===== src/rtl/alu_pkg.sv =====
// alu_pkg: alucon code constants and exec-unit state enumeration shared with the ALU control decoder
package alu_pkg;
  localparam logic [3:0] ALU_AND = 4'b0000;
  localparam logic [3:0] ALU_OR  = 4'b0001;
  localparam logic [3:0] ALU_ADD = 4'b0010;
  localparam logic [3:0] ALU_XOR = 4'b0011;
  localparam logic [3:0] ALU_SLL = 4'b0100;
  localparam logic [3:0] ALU_SRL = 4'b0101;
  localparam logic [3:0] ALU_SUB = 4'b0110;
  typedef enum logic [1:0] {ST_IDLE, ST_SHIFT, ST_DONE} state_e;
endpackage


===== src/rtl/alu_comb.sv =====
// alu_comb: single-cycle ops (alucon, a, b -> value, illegal); shift codes are legal but yield 0 here
module alu_comb import alu_pkg::*; #(
  parameter int XLEN = 32
) (
  input  logic [3:0]      alucon,
  input  logic [XLEN-1:0] a,
  input  logic [XLEN-1:0] b,
  output logic [XLEN-1:0] value,
  output logic            illegal
);
  always_comb begin
    value = '0;
    illegal = 1'b0;
    case (alucon)
      ALU_AND: value = a & b;
      ALU_OR:  value = a | b;
      ALU_ADD: value = a + b;
      ALU_SUB: value = a - b;
      ALU_XOR: value = a ^ b;
      ALU_SLL, ALU_SRL: value = '0;
      default: illegal = 1'b1;
    endcase
  end
endmodule


===== src/rtl/alu_exec_unit.sv =====
// alu_exec_unit: valid/ready ALU (in_valid/in_ready, alucon/a/b in; out_valid/out_ready, result/zero/illegal out) with bit-serial shifts
module alu_exec_unit import alu_pkg::*; #(
  parameter int XLEN = 32,
  parameter int SHW  = 5
) (
  input  logic            clk,
  input  logic            rst,
  input  logic            in_valid,
  output logic            in_ready,
  input  logic [3:0]      alucon,
  input  logic [XLEN-1:0] a,
  input  logic [XLEN-1:0] b,
  output logic            out_valid,
  input  logic            out_ready,
  output logic [XLEN-1:0] result,
  output logic            zero,
  output logic            illegal
);
  state_e          state_q, state_d;
  logic [XLEN-1:0] res_q, res_d;
  logic [SHW-1:0]  cnt_q, cnt_d;
  logic            sll_q, sll_d;
  logic            illegal_q, illegal_d;
  logic [XLEN-1:0] comb_val;
  logic            comb_ill;
  logic [SHW-1:0]  shamt;
  logic            is_shift;
  assign shamt = b[SHW-1:0];
  assign is_shift = alucon == ALU_SLL || alucon == ALU_SRL;
  alu_comb #(.XLEN(XLEN)) u_comb (
    .alucon (alucon),
    .a      (a),
    .b      (b),
    .value  (comb_val),
    .illegal(comb_ill)
  );
  assign in_ready = state_q == ST_IDLE;
  assign out_valid = state_q == ST_DONE;
  assign result = res_q;
  assign zero = res_q == '0;
  assign illegal = illegal_q;
  // res_q doubles as the shift register while in SHIFT
  always_comb begin
    state_d = state_q;
    res_d = res_q;
    cnt_d = cnt_q;
    sll_d = sll_q;
    illegal_d = illegal_q;
    case (state_q)
      ST_IDLE: if (in_valid) begin
        illegal_d = comb_ill;
        sll_d = alucon == ALU_SLL;
        cnt_d = is_shift ? shamt : '0;
        res_d = is_shift ? a : comb_val;
        state_d = is_shift && shamt != '0 ? ST_SHIFT : ST_DONE;
      end
      ST_SHIFT: begin
        res_d = sll_q ? res_q << 1 : res_q >> 1;
        cnt_d = cnt_q - 1'b1;
        state_d = cnt_d == '0 ? ST_DONE : ST_SHIFT;
      end
      ST_DONE: state_d = out_ready ? ST_IDLE : ST_DONE;
      default: state_d = ST_IDLE;
    endcase
  end
  always_ff @(posedge clk) begin
    if (rst) begin
      state_q <= ST_IDLE;
      res_q <= '0;
      cnt_q <= '0;
      sll_q <= 1'b0;
      illegal_q <= 1'b0;
    end else begin
      state_q <= state_d;
      res_q <= res_d;
      cnt_q <= cnt_d;
      sll_q <= sll_d;
      illegal_q <= illegal_d;
    end
  end
endmodule

===== config.mk =====
export PLATFORM = sky130hd
export DESIGN_NAME = alu_exec_unit
export DESIGN_NICKNAME = d
export VERILOG_FILES = /design/src/rtl/alu_pkg.sv /design/src/rtl/alu_comb.sv /design/src/rtl/alu_exec_unit.sv
export SDC_FILE = /design/constraint.sdc
export NUM_CORES = 1
export LEC_CHECK = 0
export CAP_MARGIN = 5
export CORE_UTILIZATION = 45
export CTS_CLUSTER_DIAMETER = 100
export CTS_CLUSTER_SIZE = 16
export DETAILED_ROUTE_END_ITERATION = 12
export GPL_TIMING_DRIVEN = 0
export HOLD_SLACK_MARGIN = 0.05
export PLACE_DENSITY = 0.69
export SYNTH_ARGS = -nofsm -noshare
export SYNTH_HDL_FRONTEND = slang
export SYNTH_SLANG_ARGS = --single-unit
export TNS_END_PERCENT = 100

===== constraint.sdc =====
create_clock -name clk -period 5.6 [get_ports clk]
set_clock_uncertainty 0.05 [all_clocks]
set_input_delay 1.12 -clock clk [delete_from_list [all_inputs] [get_ports clk]]
set_output_delay 1.12 -clock clk [all_outputs]
set_load 0.03 [all_outputs]

==> run metrics, run 1 <==
outcome completed; maximum operating frequency between 150 and 200 MHz; Tot Pwr 1460 uW; Worst EP arrival 5480 ps; DRT iter0 DRCs 868; Worst Path Required 5710 ps; Layout Area Growth over Synthesis 23.1%; Hold Crit Class reg2reg; Slew @ Worst Pin ~900 ps; CTS sink count between 40 and 50; Synth Flop Type dfxtp_1; RSZ-0062 raised after global routing false; R2R cell count 8; NumNets Final 1,194; Critical R2R Capture result[7]; vias in the first global route approximately 6,800; Synthesis Warnings 0; diodes inserted 0; MaxCap Viol Count 0; mapped cell area 6490 sq um; met3 WL post-DR 2600 um; Worst Setup EP result[19]; CTS tree yes; Hold Vio Cnt, Final 0; startpoint types primary input; Final Setup Violations 0; DR vias 7,611; Yosys top cell area share 0.191; Rows 43; routed len/inst between 20 and 25 um; top-count cell post-synth a21oi_1; die area 14,900 sq um; synth top area cells ha_1 19%, dfxtp_1 13%, a21oi_1 8.2%; global-route wire length before repair 38,800 um; Yosys reg bits between 40 and 50; Max Root-Sink Buffers 2; Yosys cell types a little under 60; syn nets ~1,100; commonest cells in the synthesized netlist 107 x a21oi_1, 99 x ha_1, 81 x nor2_1, 72 x inv_1, 59 x o21ai_0; DRT Wirelength around 25,000 um; RR Startpoint state_q[0]; DR DRC count 0; htree depth 2; Chip Width 122 um; cells after synthesis 910; Pwr Density 182 nW/um^2; Worst-Skew Late Latency 290 ps; Slew Limit Fails 0; RePlAce Congestion about 0.95; crit path time final 5370 ps; Critical path origin alucon[3]; sequential share of the synthesized area 0.126; M1 wire length between 10,000 and 15,000 um; async set or reset register ratio after synthesis 0; Vias per Instance 6.33; I/O Pins 108; CP endpoint kind flip-flop; TritonCTS Buffers 5; WS Path Type in2reg; initial antenna violation count 0; Leakage 0.00325 uW; crit share post-route 0.959; Avg Cell Area, Syn 7.14 sq um; HPWL Detailed 19,800 um; Initial Util 0.464; 1st-pass router iterations 5; EDFF count, synth 0; largest net degree at the start of global routing 14; Fin Setup TNS 0 ps; Detail Route Antenna Nets 0; post-synth top area cell ha_1; root buf cell clkbuf_16; Total GRT Usage 0.339; worst-case vdd ir drop 0.125 mV; R2R setup slack about 3000 ps; crit path max fanout 10; clock transition at the registers of the reported paths around 70 ps; input/output buffers between 100 and 150; height of the die ~120 um; met2 wire length between 10,000 and 15,000 um; grt ovf 0; worst rel slew slack 0.399; highest metal used met4; CORE AREA about 14,000 sq um; layout cells sized above 1 0.0303
[how the worst min path moves through the flow]
stage / endpoint / cells after the start / slack [ps] / from
after floorplan: cnt_q[4] / 2 / 450 / cnt_q[4]
after global placement: illegal / 2 / 430 / illegal
after detailed placement: illegal / 2 / 460 / illegal
after CTS: illegal / 2 / 470 / illegal
after global routing: illegal / 2 / 510 / illegal
final: illegal / 2 / 470 / illegal
[layout by cell type, fill, tap and decap left out, types with 39 or more instances in the layout]
master / count
a21oi_1: 105
clkbuf_1: 45
clkdlybuf4s50_1: 104
dfxtp_1: 41
ha_1: 99
inv_1: 72
nand2_1: 54
nor2_1: 80
o21ai_0: 59
xnor2_1: 39
[worst max-delay path, stage by stage]
cell and delay, ps:
clkdlybuf4s50_1 540, nor2_1 210, and3_1 170, clkbuf_1 380, clkbuf_2 410, nor2_1 90, xnor2_1 140, ha_1 340
a21oi_1 200, a21oi_1 130, o41a_1 470, a311oi_2 550, o21ai_0 200, xor2_1 190, a21oi_1 250, nor4_1 70
[report_power, final]
part	total [uW]	internal, uW	switching (uW)
Sequential	365	320	45.8
Clock	342	212	131
Combinational	749	302	448
Total	1460	833	624
[layer usage]
layer / up-vias / track usage
met2: 468 / 0.536
met4: 0 / 0.0953
met5: - / 0
met3: 49 / 0.0496
li1: 3548 / -
met1: 3546 / 0.476
[timing repair]
action	4_1_cts	5_1_grt
setup buffers	0	1
endpoints found under the setup margin	13	11
hold buffers	0	0
resized for setup	5	11
pin swaps	0	1
[metrics by stage]
stage | cells | cell area [sq um] | hold WS (ps) | setup slack (ps) | util
2_1_floorplan | 910 | 6490 | 452 | 1070 | -
3_3_place_gp | 1194 | 7760 | 432 | -923 | 0.555
3_5_place_dp | 1194 | 7760 | 459 | -907 | 0.555
4_1_cts | 1202 | 7950 | 472 | 15.6 | 0.568
5_1_grt | 1203 | 7990 | 513 | 61.7 | 0.571
6_report | 1203 | 7990 | 474 | 227 | 0.571
[flip-flops by register name, summed over array words and instances (netlist names)]
signal / cells
cnt_q: 5
illegal: 1
sll_q: 1
result: 32
state_q: 2
[logic make-up (layout without fill, tap and decap cells)]
group,Yosys count,count (layout),share of synthesized area
compound gates,300,300,0.292
xor+xnor,54,54,0.0728
fa+ha+maj,100,100,0.194
buf+inv,123,236,0.0711
flops,41,41,0.126
mux,30,30,0.0472
simple gates,262,262,0.197
[area by class of cell]
type                            count  area [sq um]
Inverter                           72           270
Timing Repair Buffer              105          1050
Clock buffer                        6           129
Buffer                             51           198
Sequential cell                    41           821
Clock inverter                      2          38.8
Tap cell                          180           225
Fill cell                        1414          5990
Multi-Input combinational cell    746          5260
(Power assumes the default switching activity.)
==> run 2: changes to the inputs <==
--- a/config.mk
+++ b/config.mk
@@ -8,7 +8,7 @@
 export CAP_MARGIN = 5
 export CORE_UTILIZATION = 45
 export CTS_CLUSTER_DIAMETER = 100
-export CTS_CLUSTER_SIZE = 16
+export CTS_CLUSTER_SIZE = 20
 export DETAILED_ROUTE_END_ITERATION = 12
 export GPL_TIMING_DRIVEN = 0
 export HOLD_SLACK_MARGIN = 0.05
==> results of run 2 <==
The final DEF is identical to that of run 1; final timing and power are the same.
==> run 3: changes to the inputs <==
--- a/config.mk
+++ b/config.mk
@@ -12,7 +12,7 @@
 export DETAILED_ROUTE_END_ITERATION = 12
 export GPL_TIMING_DRIVEN = 0
 export HOLD_SLACK_MARGIN = 0.05
-export PLACE_DENSITY = 0.69
+export PLACE_DENSITY = 0.81
 export SYNTH_ARGS = -nofsm -noshare
 export SYNTH_HDL_FRONTEND = slang
 export SYNTH_SLANG_ARGS = --single-unit
==> run 3 against run 2 <==
Cell count about the same; first-iteration DRC count grew 5.8%; wire length down 2.9%; sequential power barely moved; count of clock-buffer cells in the layout increased by 1; clock power barely moved; critical path depth increased by 1; non-clock buffer count is 1 lower; total power is essentially flat.
==> run metrics, run 3 (same netlist as run 1, synthesis figures left out) <==
Rows 43 (unchanged); MaxCap Viol Count 0 (unchanged); maximum operating frequency 184 MHz (was 186 MHz); Worst Path Required 5700 ps (was 5710 ps); CORE AREA 14,000 sq um (unchanged); initial antenna violation count 0 (unchanged); worst path bufs/invs 3 (unchanged); DRT Wirelength 24,600 um (was 25,300 um); CTS Hold Buffers Added 0 (unchanged); CP most frequent cell a21oi_1 (unchanged); diodes inserted 0 (unchanged); height of the die 122 um (unchanged); CP peak stage delay 610 ps (was 550 ps); commonest non-fill, non-tap cell in the layout a21oi_1 (unchanged); Worst EP arrival 5530 ps (was 5480 ps); met3 WL post-DR 3020 um (was 2600 um); root buf cell clkbuf_16 (unchanged); hold depth 2 (unchanged); worst-case vdd ir drop 0.126 mV (was 0.125 mV); htree depth 2 (unchanged); Crit-path slowest cell clkdlybuf4s50_1 (was a311oi_2); Filler Cells Inserted 1,361 (was 1,414); CP endpoint kind flip-flop (unchanged); Worst-Skew Late Latency 280 ps (was 290 ps); M1 wire length 9980 um (was 10,900 um); NumNets Final 1,193 (was 1,194); RSZ-0062 raised after global routing false (unchanged); vias in the first global route 7,007 (was 6,786); largest net degree at the start of global routing 13 (was 14); grt ovf 0 (unchanged); Initial Util 0.464 (unchanged); CTS sink count 41 (unchanged); commonest cells after routing, fill and taps aside 107 x a21oi_1, 104 x clkdlybuf4s50_1, 99 x ha_1 (was 105 x a21oi_1, 104 x clkdlybuf4s50_1, 99 x ha_1); crit share post-route 0.970 (was 0.959); Finished Layout Cells 1,202 (was 1,203); met2 wire length 10,700 um (was 11,200 um); die area 14,900 sq um (unchanged); Slew @ Worst Pin 891 ps (was 896 ps); routed len/inst 20.5 um (was 21.0 um); HPWL Detailed 19,300 um (was 19,800 um); Pwr Density 183 nW/um^2 (was 182 nW/um^2); Hold Vio Cnt, Final 0 (unchanged); I/O Pins 108 (unchanged); R2R setup slack 2920 ps (was 2930 ps); Final Setup Violations 0 (unchanged); Detail Route Antenna Nets 0 (unchanged); DR DRC count 0 (unchanged); Leakage 0.00324 uW (was 0.00325 uW); worst hold start cnt_q[4] (was illegal); RePlAce Congestion 0.973 (was 0.948); startpoint types primary input (unchanged); global-route wire length before repair 37,300 um (was 38,800 um); Slew Limit Fails 0 (unchanged); Chip Width 122 um (unchanged); Tot Pwr 1460 uW (about the same); Total GRT Usage 0.325 (was 0.339); outcome completed (unchanged); worst rel slew slack 0.404 (was 0.399); clock transition at the registers of the reported paths 60 ps (was 70 ps); RR Startpoint state_q[0] (unchanged); layout cells sized above 1 0.0274 (was 0.0303); Hold EP cnt_q[4] (was illegal); highest metal used met4 (unchanged); Max Root-Sink Buffers 2 (unchanged); TritonCTS Buffers 5 (unchanged); WS Path Type in2reg (unchanged); placed instance count 1,194 (unchanged); crit path time final 5430 ps (was 5370 ps); 1st-pass router iterations 5 (unchanged); input/output buffers 104 (unchanged); crit path max fanout 10 (unchanged); Critical R2R Capture result[7] (unchanged); DR vias 7,678 (was 7,611); CP cell instances clkdlybuf4s50_1 -> nor2_1 -> and2_2 -> nand2_2 -> clkbuf_2 -> nand2_1 -> o21ai_0 -> inv_1 -> ha_1 -> a21oi_1 -> a21oi_1 -> o41a_1 -> a311oi_2 -> nor4_1 -> a21oi_1 -> xor2_1 -> o32ai_1 (was clkdlybuf4s50_1 -> nor2_1 -> and3_1 -> clkbuf_1 -> clkbuf_2 -> nor2_1 -> xnor2_1 -> ha_1 -> a21oi_1 -> a21oi_1 -> o41a_1 -> a311oi_2 -> o21ai_0 -> xor2_1 -> a21oi_1 -> nor4_1); Hold Crit Class reg2reg (unchanged); Layout Area Growth over Synthesis 22.7% (was 23.1%); critical path's top delay family compound AO/OA/AOI/OAI gates (unchanged); DRT iter0 DRCs 918 (was 868); R2R cell count 8 (unchanged); CTS tree yes (unchanged); Vias per Instance 6.39 (was 6.33); max FFs per register 32 (unchanged)
-- run 3: final cells by class --
| class | count | area, sq um | area share |
|---|---|---|---|
| inverters | 72 | 270 | 0.0339 |
| plain buffers | 49 | 186 | 0.0234 |
| well taps | 180 | 225 | 0.0283 |
| multi-input cells | 746 | 5240 | 0.657 |
| clock inverters | 1 | 30.0 | 0.00377 |
| clock buffers | 7 | 143 | 0.0179 |
| repair buffers | 106 | 1060 | 0.132 |
| flip-flops and latches | 41 | 821 | 0.103 |
-- run 3: worst reg2reg max path, cell delays in order, from the launching register on --
cell,delay [ps]
dfxtp_1,460
nor2_1,120
nand2_1,280
clkbuf_1,570
clkbuf_1,600
a21oi_1,90
a21oi_1,170
a21oi_1,80
nor3_1,200
-- run 3: worst max path at each step --
| stage | from | end | slack, ps | cells past startpoint |
|---|---|---|---|---|
| after floorplan | alucon[0] | result[27] | 1070 | 18 |
| after global placement | alucon[3] | result[27] | -810 | 18 |
| after detailed placement | alucon[3] | result[27] | -840 | 18 |
| after CTS | alucon[3] | result[27] | 70 | 18 |
| after global routing | b[6] | result[30] | 20 | 16 |
| final | alucon[3] | result[27] | 170 | 17 |
-- run 3: through the flow --
step | hold WS, ps | cell area (sq um) | setup WS [ps] | TNS (ps) | util
after floorplan | 452 | 6490 | 1070 | 0 | -
after global placement | 454 | 7760 | -812 | -5950 | 0.555
after detailed placement | 457 | 7760 | -843 | -7180 | 0.555
after CTS | 493 | 7950 | 71.5 | 0 | 0.568
after global routing | 518 | 7970 | 25.0 | 0 | 0.570
final | 512 | 7970 | 170 | 0 | 0.570
-- run 3: repair_timing --
action | 4_1_cts | 5_1_grt
resized for setup | 4 | 4
cloned | 0 | 0
pin swaps | 0 | 1
buffers inserted | 0 | 2
endpoints found under the setup margin | 12 | 13
-- run 3: metal layers --
| layer | vias up | track usage |
|---|---|---|
| met1 | 3509 | 0.441 |
| met4 | 0 | 0.128 |
| li1 | 3565 | - |
| met3 | 80 | 0.0688 |
| met2 | 524 | 0.498 |
| met5 | - | 0 |
-- run 3: where the power goes --
group          leakage, uW  switching (uW)  internal [uW]
clock network    0.0000841             119            223
registers         0.000338            47.0            320
logic              0.00282             446            303
